`config.mk`:
```
export PLATFORM = sky130hd
export DESIGN_NAME = instruction_fetch_unit
export DESIGN_NICKNAME = d
export VERILOG_FILES = /design/src/rtl/instruction_fetch_unit_pkg.sv /design/src/rtl/instruction_fetch_unit_fifo.sv /design/src/rtl/instruction_fetch_unit.sv
export SDC_FILE = /design/constraint.sdc
export NUM_CORES = 1
export LEC_CHECK = 0
export ABC_AREA = 1
export CAP_MARGIN = 20
export CORE_UTILIZATION = 30
export CTS_BUF_LIST = sky130_fd_sc_hd__clkbuf_2
export DETAILED_ROUTE_END_ITERATION = 12
export DONT_BUFFER_PORTS = 1
export SYNTH_ARGS = -nofsm -noshare
export SYNTH_HDL_FRONTEND = slang
export SYNTH_HIERARCHICAL = 1
export SYNTH_SLANG_ARGS = --single-unit
```
`constraint.sdc`:
```
create_clock -name clk -period 4.4 [get_ports clk]
set_input_delay 0.88 -clock clk [delete_from_list [all_inputs] [get_ports clk]]
set_output_delay 0.88 -clock clk [all_outputs]
set_load 0.01 [all_outputs]
```
`src/rtl/instruction_fetch_unit_pkg.sv`:
```
// instruction_fetch_unit_pkg: shared fetch FSM encodings, widths and PC step
package instruction_fetch_unit_pkg;
    localparam int INST_WIDTH = 32;
    localparam int ENTRY_WIDTH = 2 * INST_WIDTH;
    localparam logic [31:0] PC_INC = 32'd4;
    typedef enum logic [1:0] {
        FETCH_REQ = 2'd0,
        FETCH_WAIT = 2'd1,
        FETCH_DISCARD = 2'd2
    } fetch_state_t;
endpackage

```
`src/rtl/instruction_fetch_unit_fifo.sv`:
```
// fetch_fifo: instruction buffer of {pc, inst} entries with flush over push/pop
// Ports: clk, reset (async active-low), flush, push/push_data, pop,
//        count (occupancy), head_valid/head_data (head entry, zero when empty)
module fetch_fifo
    import instruction_fetch_unit_pkg::*;
#(
    parameter int DEPTH = 2
) (
    input  logic                    clk,
    input  logic                    reset,
    input  logic                    flush,
    input  logic                    push,
    input  logic [ENTRY_WIDTH-1:0]  push_data,
    input  logic                    pop,
    output logic [$clog2(DEPTH):0]  count,
    output logic                    head_valid,
    output logic [ENTRY_WIDTH-1:0]  head_data
);
    localparam int AW = $clog2(DEPTH);
    localparam int CW = AW + 1;
    logic [ENTRY_WIDTH-1:0] mem [DEPTH];
    logic [AW-1:0] rd_ptr, wr_ptr;
    logic do_pop;
    assign head_valid = count != '0;
    assign head_data = head_valid ? mem[rd_ptr] : '0;
    assign do_pop = pop && head_valid;
    always_ff @(posedge clk or negedge reset)
        if (!reset) begin
            rd_ptr <= '0;
            wr_ptr <= '0;
            count <= '0;
        end else if (flush) begin
            rd_ptr <= '0;
            wr_ptr <= '0;
            count <= '0;
        end else begin
            if (push) wr_ptr <= wr_ptr + AW'(1);
            if (do_pop) rd_ptr <= rd_ptr + AW'(1);
            count <= count + CW'(push) - CW'(do_pop);
        end
    // Storage needs no reset: the head is masked to zero while empty.
    always_ff @(posedge clk)
        if (push && !flush) mem[wr_ptr] <= push_data;
endmodule

```
`src/rtl/instruction_fetch_unit.sv`:
```
// instruction_fetch_unit: fetch PC, single-outstanding imem requests, buffered instructions
// Ports: clk, reset (async active-low); imem_req_* request channel; imem_resp_* response;
//        redirect_valid/redirect_pc restart; halt gates requests; inst_* decode head
module instruction_fetch_unit
    import instruction_fetch_unit_pkg::*;
#(
    parameter logic [31:0] RESET_PC = 32'h0000_0000,
    parameter int FIFO_DEPTH = 2
) (
    input  logic        clk,
    input  logic        reset,
    output logic        imem_req_valid,
    output logic [31:0] imem_req_addr,
    input  logic        imem_req_ready,
    input  logic        imem_resp_valid,
    input  logic [31:0] imem_resp_data,
    input  logic        redirect_valid,
    input  logic [31:0] redirect_pc,
    input  logic        halt,
    output logic        inst_valid,
    output logic [31:0] inst_pc,
    output logic [31:0] inst,
    input  logic        inst_ready
);
    localparam int CW = $clog2(FIFO_DEPTH) + 1;
    fetch_state_t state;
    logic [31:0] fetch_pc;
    logic [CW-1:0] fifo_count;
    logic accept, push, pop;
    logic [ENTRY_WIDTH-1:0] head;
    // REQ implies nothing outstanding, so only FIFO room matters for issue.
    assign imem_req_valid = reset && state == FETCH_REQ && !halt && fifo_count < CW'(FIFO_DEPTH);
    assign imem_req_addr = fetch_pc;
    assign accept = imem_req_valid && imem_req_ready;
    assign push = state == FETCH_WAIT && imem_resp_valid && !redirect_valid;
    assign pop = inst_valid && inst_ready;
    assign {inst_pc, inst} = head;
    always_ff @(posedge clk or negedge reset)
        if (!reset) begin
            state <= FETCH_REQ;
            fetch_pc <= RESET_PC;
        end else if (redirect_valid) begin
            fetch_pc <= {redirect_pc[31:2], 2'b00};
            // A request accepted or still in flight now returns stale data.
            state <= state == FETCH_REQ ? (accept ? FETCH_DISCARD : FETCH_REQ)
                                        : (imem_resp_valid ? FETCH_REQ : FETCH_DISCARD);
        end else if (state == FETCH_REQ) begin
            if (accept) begin
                fetch_pc <= fetch_pc + PC_INC;
                state <= FETCH_WAIT;
            end
        end else if (imem_resp_valid) begin
            state <= FETCH_REQ;
        end
    fetch_fifo #(.DEPTH(FIFO_DEPTH)) u_fifo (
        .clk(clk),
        .reset(reset),
        .flush(redirect_valid),
        .push(push),
        .push_data({fetch_pc - PC_INC, imem_resp_data}),
        .pop(pop),
        .count(fifo_count),
        .head_valid(inst_valid),
        .head_data(head)
    );
endmodule

```
==> results of run 1 <==
==> where the power goes <==
part / total (mW) / internal (mW) / switching [mW]
logic: 0.264 / 0.0846 / 0.179
registers: 1.83 / 1.72 / 0.106
clock network: 0.892 / 0.289 / 0.602
==> sequential cells by signal, indices dropped and copies added (netlist names) <==
| signal | flops |
|---|---|
| state | 2 |
| u_fifo/mem | 128 |
| u_fifo/rd_ptr | 1 |
| u_fifo/count | 2 |
| u_fifo/wr_ptr | 1 |
| imem_req_addr | 30 |
==> cell usage after synthesis, types with 4 or more instances <==
cell type	n
buf_2	26
o211ai_1	9
a21oi_1	67
nand2_1	281
nor2_1	67
nor2_2	13
nand3_1	48
dfrtp_1	36
edfxtp_1	128
o21bai_1	5
inv_2	5
o21ai_0	20
xor2_1	31
clkbuf_1	4
inv_1	56
buf_4	5
xnor2_1	4
nor2_4	10
ha_1	4
nand2_2	11
buf_6	6
==> repair_timing <==
action,4_1_cts,5_1_grt
hold buffers,2,0
resized for setup,0,0
buffers inserted,0,0
setup endpoints to repair,0,0
endpoints found under the hold margin,36,0
==> final cells by class <==
| type | count | area (sq um) | share of cell area |
|---|---|---|---|
| Clock inverter | 15 | 184 | 0.0211 |
| Tap cell | 335 | 419 | 0.0481 |
| Sequential cell | 164 | 4750 | 0.545 |
| Antenna cell | 1 | 2.50 | 0.000287 |
| Timing Repair Buffer | 10 | 103 | 0.0118 |
| Clock buffer | 17 | 85.1 | 0.00977 |
| Inverter | 62 | 233 | 0.0267 |
| Multi-Input combinational cell | 598 | 2940 | 0.337 |
==> layer usage <==
metal  routed length (um)  share of wire  up-vias
met5                    0              0        -
met4                  208         0.0099        0
met2                 9750           0.46      236
li1                     -              -     2813
met1                 9270           0.44     2720
met3                 1740          0.083       13
==> path summary, 6_finish.rpt <==
check,startpoint,endpoint,slack [ps],cells after the start
setup / recovery,u_fifo/count[1],inst_pc[16],940,3
hold / removal,redirect_valid,u_fifo/count[0],160,1
setup reg to reg,state[1],u_fifo/mem[0][5],1670,4
hold reg to reg,state[1],state[1],610,2
max in group asynchronous,reset,u_fifo/rd_ptr,3500,2
min in group asynchronous,reset,imem_req_addr[19],640,2
==> kinds of logic after synthesis <==
logic type / count (synthesis)
buf+inv: 104
simple gates: 449
compound gates: 104
flops: 164
fa+ha+maj: 4
other cells: 1
xor+xnor: 35
==> impl_metrics.ini, run 1 <==
[status]
status = finished clean

[placement]
dp_hpwl_um = 14600
dp.cells = 1167
place_area_sq_mm = 0.00841
dp_slack_ps = 1090
gp_congestion = 0.824
port_buffers = 0

[global_routing]
busiest_layer = met2
met3_usage = 0.0447
antenna_found_initial = 1
overflow = 0
grt_max_degree = 67
grtUsageTotal = 0.152
grt_use_met2 = 0.241
grt_pass1_vias = 5498
grt_pass1_wl_um = 31900
met1_usage = 0.202

[yosys]
syn_area_sq_mm = 0.00813
ys_seq_area_frac = 0.583
syn-instance-count = 861
synth.distinct_cells = 38
async_reset_ff_frac = 0.220
synthMuxAreaShare = 0
synth_xor_area_frac = 0.0377
synth_top_family_by_area = simple AND/OR/NAND/NOR gates
syn_area_per_cell_sq_um = 9.44
yosys_register_bits = 164
netlist.area_leader.share = 0.473
yosys-top-cells-area = edfxtp_1 47%, nand2_1 13%, dfrtp_1 11%, a21oi_1 4.1%, xor2_1 3.3%
yosysTopAreaCell = edfxtp_1
yosys.area_share.simple = 0.244
synth-compound-area-share = 0.0683
ys_warn_count = 6
synth_enable_flop_cells = 128
yosys_most_used_dff = edfxtp_1
synth_adder_area_share = 0.00615

[drt]
via_per_inst = 4.81
wire_per_inst_um = 17.4
vias = 5782
wirelength_um = 21000
ant_nets = 0
drc_errors = 0
drt_iter0_markers = 477
first_pass_iters = 5

[worst_setup_path]
critPathBufInv = 1
cp.arrival_ps = 2580
crit_family = simple AND/OR/NAND/NOR gates
path_class = register to output pin
crit_required_ps = 3520
cp_slowest_stage_delay_ps = 560
cp_slowest_cell = nor2_4
path_cells = nor2_4 -> buf_4 -> a21oi_1
cp-end-kind = output pin
crit_fanout = 39
cp-start-kind = register

[power_and_ir_drop]
p_per_area_mw_per_mm2 = 342
max-vdd-ir-drop_mv = 0.142
p_leak_nw = 3.30
power_mw = 2.98

[floorplan]
die_h_um = 167
core-area_sq_mm = 0.0264
start_util = 0.309
die_w_um = 167
num_rows = 59
die_area_sq_mm = 0.0278
design.portCount = 169

[final_layout]
layout_commonest_cell = nand2_1
area_growth_pct = 7.14
n_fill_cell = 2696
final_net_count = 928
layout_common_cells = 281 x nand2_1, 128 x edfxtp_1, 67 x a21oi_1, 64 x nor2_1, 56 x inv_1
final_area_sq_mm = 0.00871
finalCoreUtilization = 0.331
final_cells = 1202
drive_above_1_share = 0.105

[clock_network]
cts_htree_levels = 4
cts_tree = done
clk_pin_slew_ps = 280
cts_made_buffers = 17
clockRootBuffer = clkbuf_2
clock_latency_ps = 740
cts.sinks = 164
clock_path_buffers = 2

[sta]
whs_ps = 156
finalHoldViolCount = 0
final.setup_skew_ps = 49.4
period_share = 0.786
fin_ws_ps = 940
tightest_slew_ps = 811
rsz0062_at_grt = false
clock.fmax_ghz = 0.289
slew_headroom = 0.455
maxSlewViolCount = 0
setup_viol = 0
min_period_ps = 3460
fin_tns_setup_ps = 0

[worst_hold_path]
hold_class = input port to register

[run]
max-cap-violations = 0
No activity file was read; power rests on OpenSTA's default activity.
==> inputs of run 2 (changes only) <==
==> constraint.sdc (replaced) <==
create_clock -name clk -period 3.5 [get_ports clk]
set_input_delay 0.7 -clock clk [delete_from_list [all_inputs] [get_ports clk]]
set_output_delay 0.7 -clock clk [all_outputs]
set_load 0.01 [all_outputs]
==> impl_metrics.ini, run 2 (same netlist as run 1, synthesis figures left out) <==
[power_and_ir_drop]
share_seq_of_total_power = 0.639
max-vdd-ir-drop_mv = 0.163
intPower_mw = 2.55
p_sw_frac = 0.288
p_per_area_mw_per_mm2 = 398
power.switching_mw = 1.03
p_leak_nw = 3.43
p_comb_frac = 0.103
clockPowerShare = 0.258
power_mw = 3.59

[global_routing]
antenna_found_initial = 0
grtUsageTotal = 0.153
grt_pass1_wl_um = 32400
grt_pass1_vias = 5640
overflow = 0
grt_max_degree = 67

[drt]
vias = 5840
via_per_inst = 4.73
drt_iter0_markers = 354
first_pass_iters = 5
wire_per_inst_um = 17.2
ant_nets = 0
drc_errors = 0
wirelength_um = 21200

[final_layout]
final_net_count = 964
largest_register_ffs = 128
area_growth_pct = 10.8
largest-register = u_fifo/mem
layout_commonest_cell = nand2_1
diodes = 0
drive_above_1_share = 0.0978
layout_common_cells = 281 x nand2_1, 128 x edfxtp_1, 67 x a21oi_1, 64 x nor2_1, 56 x inv_1

[sta]
finalHoldViolCount = 0
clock.fmax_ghz = 0.330
final.setup_skew_ps = 44.0
rsz0062_at_grt = false
tightest_slew_ps = 763
setup_viol = 0
fin_tns_setup_ps = 0
period_share = 0.865
fin_ws_ps = 472
slew_headroom = 0.491
maxSlewViolCount = 0
min_period_ps = 3030

[clock_network]
cts_made_buffers = 17
holdBufCountCts = 30
clockRootBuffer = clkbuf_2
cts.sinks = 164
post_cts_resize_count = 0
clk_pin_slew_ps = 250
clock_path_buffers = 2
clock_latency_ps = 700
cts_tree = done
cts_setup_buffers = 0
cts_htree_levels = 4

[worst_setup_path]
path_class = register to output pin
cp.arrival_ps = 2330
cp-end-kind = output pin
r2r_slack_ps = 1310
cp-start-kind = register
crit_required_ps = 2800
crit_fanout = 66

[floorplan]
die_w_um = 167
die_area_sq_mm = 0.0278
start_util = 0.309
die_h_um = 167
design.portCount = 169
core-area_sq_mm = 0.0264
num_rows = 59

[worst_hold_path]
hold_class = input port to register

[placement]
dp_hpwl_um = 14600
port_buffers = 0
dp_slack_ps = 1150
gp_congestion = 0.824

[run]
max-cap-violations = 0

[status]
status = finished clean
-- run 2: changes by cell type in the layout (fill, tap and decap cells not counted) --
cell           previous run  this run
inv_6                     5         2
clkinvlp_4                2         1
bufinv_16                 2         1
clkinv_1                  2         4
clkinv_2                  0         1
buf_12                    2         3
clkinv_8                  1         0
dlygate4sd3_1             1        36
diode_2                   1         0
clkbuf_2                 17        18
clkinv_4                  0         3
inv_8                     4         1
-- run 2: layer usage --
layer	routed length [um]	vias up	global-route usage	part of all wire
li1	-	2877	-	-
met1	9490	2745	0.198	0.45
met2	10100	210	0.260	0.48
met3	1460	8	0.0430	0.069
met4	119	0	0.0242	0.0056
met5	0	-	0	0
-- run 2: worst max-delay path: stages (launching register included) --
cell and delay, ps:
dfrtp_2 420, buf_4 610, nand2_1 100, a21oi_1 500
-- run 2: worst paths after layout --
path,depth (start not counted),endpoint,startpoint
max in group asynchronous,2,u_fifo/rd_ptr,reset
hold reg to reg,2,state[0],state[0]
hold / removal,2,imem_req_addr[24],redirect_pc[24]
setup / recovery,3,inst_pc[19],u_fifo/rd_ptr
setup reg to reg,7,u_fifo/mem[1][54],imem_req_addr[2]
min in group asynchronous,2,imem_req_addr[21],reset
-- run 2: power by group through the flow --
stage / Combinational [mW] / Clock, mW / Sequential, mW
2_1_floorplan: 0.295 / 0 / 2.27
3_3_place_gp: 0.314 / 0 / 2.34
3_5_place_dp: 0.320 / 0 / 2.34
4_1_cts: 0.365 / 0.965 / 2.29
5_1_grt: 0.420 / 1.04 / 2.31
6_report: 0.369 / 0.927 / 2.29
-- run 2: final cells by class --
cell class                      count  area [sq um]
Multi-Input combinational cell    598          2940
Fill cell                        2642         17300
Sequential cell                   164          4750
Tap cell                          335           419
Timing Repair Buffer               46           473
Clock buffer                       18          90.1
Inverter                           62           233
Clock inverter                     12           109
-- run 2: per-stage QoR --
stage,hold WS (ps),instance area [sq um],std cells,util
2_1_floorplan,404,8160,866,-
3_3_place_gp,406,8430,1168,0.320
3_5_place_dp,406,8430,1168,0.320
4_1_cts,2.58,8940,1228,0.339
5_1_grt,10.2,9010,1235,0.342
6_report,111,9010,1235,0.342
